<file path="src/rtl/shared_reg_arbiter_if.sv">
// shared_reg_arbiter_if
//   Bus between N requesters and the shared register arbiter.
//   req/wdata/clr : requester side -> arbiter
//   gnt           : one-hot write strobe, one cycle per write
//   q/q_n         : shared register value and its registered complement
//   last_id       : index of the most recent winner
//   busy          : arbiter is writing or inside its quiet gap
interface shared_reg_arbiter_if #(
    parameter int N     = 4,
    parameter int WIDTH = 8
);
    localparam int IW = $clog2(N);

    logic [N-1:0]       req;
    logic [N*WIDTH-1:0] wdata;
    logic               clr;
    logic [N-1:0]       gnt;
    logic [WIDTH-1:0]   q;
    logic [WIDTH-1:0]   q_n;
    logic [IW-1:0]      last_id;
    logic               busy;

    modport master (
        output req, wdata, clr,
        input  gnt, q, q_n, last_id, busy
    );

    modport slave (
        input  req, wdata, clr,
        output gnt, q, q_n, last_id, busy
    );
endinterface

</file>
<file path="src/rtl/shared_reg_arbiter.sv">
// shared_reg_arbiter
//   Round-robin arbiter sharing one WIDTH-bit register between N requesters.
//   One winner per arbitration is written into q (q_n registered as ~q);
//   after each write the arbiter stays quiet for HOLD cycles.
//   Ports:
//     clk  : clock, all state changes on posedge
//     rst  : synchronous active-high reset
//     bus  : shared_reg_arbiter_if.slave (req, wdata, clr in; gnt, q, q_n,
//            last_id, busy out)

// Per-requester front end: masks a request that is being granted this
// cycle, and flags requests at or above the round-robin pointer.
module shared_reg_arbiter_lane #(
    parameter int IDX = 0,
    parameter int PW  = 2
) (
    input  logic          req,
    input  logic          gnt,
    input  logic [PW-1:0] ptr,
    output logic          ereq,
    output logic          ereq_hi
);
    localparam logic [PW-1:0] ID = PW'(IDX);

    assign ereq    = req & ~gnt;
    assign ereq_hi = ereq & (ID >= ptr);
endmodule

module shared_reg_arbiter #(
    parameter int               N       = 4,
    parameter int               WIDTH   = 8,
    parameter int               HOLD    = 2,
    parameter logic [WIDTH-1:0] RST_VAL = '0
) (
    input  logic                 clk,
    input  logic                 rst,
    shared_reg_arbiter_if.slave  bus
);
    localparam int PW = $clog2(N);
    localparam int CW = (HOLD > 1) ? $clog2(HOLD) : 1;
    localparam logic [CW-1:0] HOLD_M1 = (HOLD > 0) ? CW'(HOLD - 1) : '0;
    localparam logic [PW-1:0] LAST   = PW'(N - 1);

    typedef enum logic {IDLE, GAP} state_t;

    state_t                    state_q, state_d;
    logic [CW-1:0]             cnt_q, cnt_d;
    logic [PW-1:0]             ptr_q, ptr_d;
    logic [N-1:0]              gnt_q, gnt_d;
    logic [WIDTH-1:0]          q_q, q_d, qn_q;
    logic [PW-1:0]             last_q, last_d;

    logic [N-1:0][WIDTH-1:0]   wd;
    logic [N-1:0]              ereq, ereq_hi, pick;
    logic [PW-1:0]             win;

    assign wd = bus.wdata;

    for (genvar i = 0; i < N; i++) begin : g_lane
        shared_reg_arbiter_lane #(.IDX(i), .PW(PW)) u_lane (
            .req     (bus.req[i]),
            .gnt     (gnt_q[i]),
            .ptr     (ptr_q),
            .ereq    (ereq[i]),
            .ereq_hi (ereq_hi[i])
        );
    end

    // Round-robin pick: lowest request at/after ptr, else wrap to the lowest
    // request overall.
    always_comb begin
        pick = (|ereq_hi) ? ereq_hi : ereq;
        win  = '0;
        for (int i = N - 1; i >= 0; i--) begin
            if (pick[i]) win = PW'(i);
        end
    end

    always_comb begin
        state_d = state_q;
        cnt_d   = cnt_q;
        ptr_d   = ptr_q;
        gnt_d   = '0;
        q_d     = q_q;
        last_d  = last_q;
        case (state_q)
            IDLE: begin
                if (!bus.clr && (|ereq)) begin
                    q_d        = wd[win];
                    gnt_d[win] = 1'b1;
                    last_d     = win;
                    ptr_d      = (win == LAST) ? '0 : win + 1'b1;
                    if (HOLD > 0) begin
                        state_d = GAP;
                        cnt_d   = HOLD_M1;
                    end
                end
            end
            GAP: begin
                if (cnt_q == '0) state_d = IDLE;
                else             cnt_d   = cnt_q - 1'b1;
            end
            default: state_d = IDLE;
        endcase
        // Clear wins over any write on the same edge; the write path above
        // is already gated so no gnt is issued.
        if (bus.clr) q_d = RST_VAL;
    end

    always_ff @(posedge clk) begin
        if (rst) begin
            state_q <= IDLE;
            cnt_q   <= '0;
            ptr_q   <= '0;
            gnt_q   <= '0;
            q_q     <= RST_VAL;
            qn_q    <= ~RST_VAL;
            last_q  <= '0;
        end else begin
            state_q <= state_d;
            cnt_q   <= cnt_d;
            ptr_q   <= ptr_d;
            gnt_q   <= gnt_d;
            q_q     <= q_d;
            qn_q    <= ~q_d;
            last_q  <= last_d;
        end
    end

    assign bus.gnt     = gnt_q;
    assign bus.q       = q_q;
    assign bus.q_n     = qn_q;
    assign bus.last_id = last_q;
    assign bus.busy    = (state_q != IDLE) | (|gnt_q);
endmodule

</file>
<file path="src/flat_wrapper.sv">
// flat-port wrapper written by rule: the top's interface ports become plain ports
module shared_reg_arbiter_flat 
#(
    parameter int               N       = 4,
    parameter int               WIDTH   = 8,
    parameter int               HOLD    = 2,
    parameter logic [WIDTH-1:0] RST_VAL = '0
)
  (clk, rst, bus_req, bus_wdata, bus_clr, bus_gnt, bus_q, bus_q_n, bus_last_id, bus_busy);
  shared_reg_arbiter_if #(.N(N), .WIDTH(WIDTH)) bus_i ();
  input  logic clk;
  input  logic rst;
  input wire logic [$bits(bus_i.req)-1:0] bus_req;
  input wire logic [$bits(bus_i.wdata)-1:0] bus_wdata;
  input wire logic [$bits(bus_i.clr)-1:0] bus_clr;
  output wire logic [$bits(bus_i.gnt)-1:0] bus_gnt;
  output wire logic [$bits(bus_i.q)-1:0] bus_q;
  output wire logic [$bits(bus_i.q_n)-1:0] bus_q_n;
  output wire logic [$bits(bus_i.last_id)-1:0] bus_last_id;
  output wire logic [$bits(bus_i.busy)-1:0] bus_busy;
  assign bus_i.req = bus_req;
  assign bus_i.wdata = bus_wdata;
  assign bus_i.clr = bus_clr;
  assign bus_gnt = bus_i.gnt;
  assign bus_q = bus_i.q;
  assign bus_q_n = bus_i.q_n;
  assign bus_last_id = bus_i.last_id;
  assign bus_busy = bus_i.busy;
  shared_reg_arbiter #(.N(N), .WIDTH(WIDTH), .HOLD(HOLD), .RST_VAL(RST_VAL)) u_core (.clk(clk), .rst(rst), .bus(bus_i));
endmodule
</file>
<file path="config.mk">
export PLATFORM = sky130hd
export DESIGN_NAME = shared_reg_arbiter_flat
export DESIGN_NICKNAME = d
export VERILOG_FILES = /design/src/rtl/shared_reg_arbiter_if.sv /design/src/rtl/shared_reg_arbiter.sv /design/src/flat_wrapper.sv
export SDC_FILE = /design/constraint.sdc
export NUM_CORES = 1
export LEC_CHECK = 0
export CORE_ASPECT_RATIO = 1.5
export CORE_UTILIZATION = 39
export DETAILED_ROUTE_END_ITERATION = 6
export PLACE_DENSITY = 0.88
export SETUP_SLACK_MARGIN = 0.5
export SYNTH_ARGS = -nofsm -noshare
export SYNTH_HDL_FRONTEND = slang
export SYNTH_SLANG_ARGS = --single-unit
</file>
<file path="constraint.sdc">
create_clock -name clk -period 1.9 [get_ports clk]
set_clock_uncertainty 0.1 [all_clocks]
set_input_delay 0.19 -clock clk [delete_from_list [all_inputs] [get_ports clk]]
set_output_delay 0.19 -clock clk [all_outputs]
set_load 0.005 [all_outputs]
</file>
==> flow_metrics.py <==
metrics = {
    "yosys": {
        "post_synth.cell_area_avg_um2": 9.42,
        "ys_seq_area_frac": 0.341,
        "ys_ff_latch": 26,
        "ys_types": 32,
        "synthesis.area_mm2": 0.00153,
        "synth_cells": 162,
        "synth_warnings": 0,
        "syn-num-nets": 205,
    },
    "setup_path": {
        "crit_type": "register to register",
        "reg2reg_depth": 8,
        "path_max_fanout": 5,
        "cp_slowest_cell": "dfxtp_2",
        "end_kind": "register",
        "critPathBufInv": 3,
        "critPathMaxStageDelay_ns": 0.33,
        "cp_top_family": "buffers and inverters",
        "arrival_ns": 2.05,
        "crit_chain": "and2b_2 > mux2i_4 > a221oi_4 > buf_6 > inv_12 > mux2i_2 > buf_4 > o211ai_1",
        "path_depth": 8,
        "cp.required_ns": 1.95,
        "start_kind": "register",
    },
    "clock_tree": {
        "cts_inserted_buffers": 3,
        "cts.sinks": 26,
        "cts_tree": "done",
        "worstSkewPairLatency_ns": 0.27,
        "cts_max_path_buffers": 2,
        "root_buffer": "clkbuf_8",
        "cts.reportedPaths.clkPinSlew_ns": 0.10,
        "cts_hold_buf": 0,
        "cts_htree_levels": 1,
    },
    "floorplan": {
        "die_w_um": 53.1,
        "chipHeight_um": 78.6,
        "core_area_mm2": 0.00372,
        "start_util": 0.411,
        "fp-row-count": 27,
        "io_pins": 62,
        "die-area_mm2": 0.00417,
    },
    "final_layout": {
        "final_area_mm2": 0.00289,
        "fin_util": 0.777,
        "drive_gt1_frac": 0.455,
        "diodes": 0,
        "areaGrowthSynthToFinish_pct": 89.2,
        "nets": 297,
    },
    "route": {
        "dr_total_vias": 1665,
        "wl_per_cell_um": 19.1,
        "drc_errors": 0,
        "drtAntennaViolNets": 0,
        "drt-initial-drc-count": 35,
        "routed_wl_mm": 5.66,
        "drtPass1Iterations": 4,
        "viasPerCell": 5.63,
    },
    "timing": {
        "fin_crit_sh": 1.05,
        "worst_slack_ns": -0.0986,
        "period_minus_slack_ns": 2.00,
        "tightest_slew_ns": 0.315,
        "finalSetupTns_ns": -0.569,
        "rsz0062_at_grt": "yes",
        "max-slew-margin-rel": 0.789,
        "final-hold-violation-count": 0,
        "fmax_mhz": 500,
        "drv_slew": 0,
        "setup_violations": 14,
    },
    "grt": {
        "grt_pass1_vias": 1708,
        "track_usage": 0.260,
        "grt-ovfl-total": 0,
        "grt_use_met3": 0.0213,
        "grt_max_degree": 19,
        "use_met1": 0.292,
        "gr-usage-met2": 0.472,
        "grt_busiest_layer": "met2",
        "grt_first_pass_wirelength_mm": 8.10,
        "grt_antenna_before_repair": 0,
    },
    "job": {
        "cap_viol_max_count": 0,
    },
    "power": {
        "irDropWorstVdd_mv": 0.586,
        "p_leak_nw": 1.24,
        "totalPowerFinal_mw": 1.89,
        "power.density_mw_per_mm2": 653,
    },
    "placed_design": {
        "dp_hpwl_mm": 3.24,
        "portBuffers": 61,
        "gp_congestion": 0.821,
        "dpl_cell_area_mm2": 0.00232,
        "pre_cts_slack_ns": -0.337,
    },
    "min_path": {
        "hold_depth": 2,
        "worstHoldPathType": "register to register",
    },
    "status": {
        "status": "finished with violations",
        "violations": "setup timing",
    },
}
flip-flops by register name, indices dropped and copies added (netlist names):
signal              cells
u_core.bus.gnt          4
u_core.bus.q            8
u_core.state_q          1
u_core.ptr_q            2
u_core.bus.last_id      2
u_core.cnt_q            1
u_core.bus.q_n          8
tightest hold or removal path, cell delays in order (launching register included):
cell and delay [ns]:
dfxtp_2 0.33, o21ai_0 0.11, a21oi_2 0.07
worst paths after layout:
| kind | from | end | slack (ns) |
|---|---|---|---|
| worst max-delay path | u_core.bus.gnt[1] | u_core.bus.q[4] | -0.1 |
| worst min-delay path | u_core.bus.last_id[0] | u_core.bus.last_id[0] | 0.43 |
| worst max register to register | u_core.bus.gnt[1] | u_core.bus.q[4] | -0.1 |
| worst min register to register | u_core.bus.last_id[0] | u_core.bus.last_id[0] | 0.43 |
logic make-up (layout without fill, tap and decap cells):
| family | after synthesis | after routing | share of synthesized area |
|---|---|---|---|
| fa+ha+maj | 4 | 4 | 0.0328 |
| flops | 26 | 26 | 0.341 |
| compound gates | 61 | 61 | 0.310 |
| buf+inv | 20 | 111 | 0.0828 |
| mux | 18 | 18 | 0.118 |
| simple gates | 33 | 33 | 0.116 |
layer usage:
metal / vias to the layer above / part of all wire
met5: - / 0
met1: 794 / 0.36
met3: 16 / 0.044
li1: 781 / -
met2: 74 / 0.56
met4: 0 / 0.034
cell usage after synthesis:
cell	n	area, µm²
dfxtp_1	26	521
nand2_1	11	41.3
nor3b_2	1	12.5
o41ai_4	1	27.5
inv_1	3	11.3
nor2_2	1	6.26
nor3_1	2	10.0
a21o_1	1	7.51
nor2b_4	1	13.8
mux2i_1	18	180
a21oi_4	1	16.3
ha_1	4	50.1
buf_8	1	15.0
buf_2	3	15.0
and2_1	4	25.0
nor2b_1	2	12.5
o21ai_2	1	8.76
nand2b_1	3	18.8
and2b_1	1	7.51
a21oi_1	20	100
inv_4	1	6.26
buf_6	1	11.3
clkbuf_1	4	15.0
o211a_1	8	80.1
buf_4	7	52.6
o211ai_1	24	180
a211oi_1	1	7.51
o21ai_0	2	10.0
a221oi_4	1	26.3
nor4_1	1	6.26
nor2_1	6	22.5
o32ai_1	1	8.76
cell usage in the layout, fill, tap and decap left out, drive strengths merged, types with 7 or more instances in the layout:
| cell type | Yosys | final |
|---|---|---|
| dfxtp | 26 | 26 |
| o211a | 8 | 8 |
| nor2 | 7 | 7 |
| nand2 | 11 | 11 |
| o211ai | 24 | 24 |
| dlygate4sd2 | 0 | 7 |
| a21oi | 21 | 21 |
| buf | 12 | 42 |
| dlymetal6s2s | 0 | 14 |
| mux2i | 18 | 18 |
| clkdlybuf4s50 | 0 | 37 |
per-stage QoR:
stage	hold slack (ns)	instances
2_1_floorplan	0.291	162
3_3_place_gp	0.364	273
3_5_place_dp	0.385	273
4_1_cts	0.408	290
5_1_grt	0.450	296
6_report	0.431	296
power breakdown:
group	internal, mW	switching (mW)	total (mW)
Combinational	0.438	0.338	0.776
Clock	0.282	0.183	0.465
Sequential	0.600	0.0452	0.645
timing repair:
action | in CTS | in global routing
pin swaps | 10 | 12
buffers inserted | 12 | 6
setup endpoints to repair | 41 | 39
gates resized for setup | 67 | 52
endpoints found under the hold margin | 0 | 0
gates cloned | 1 | 0
layout make-up:
cell class	count	area, µm²
Timing Repair Buffer	102	1030
Timing Repair inverter	1	11.3
Sequential cell	26	548
Clock inverter	1	30.0
Inverter	4	27.5
Clock buffer	3	41.3
Multi-Input combinational cell	116	1140
Tap cell	43	53.8
Fill cell	226	828
Note: power is estimated with default switching activity, not from simulation.
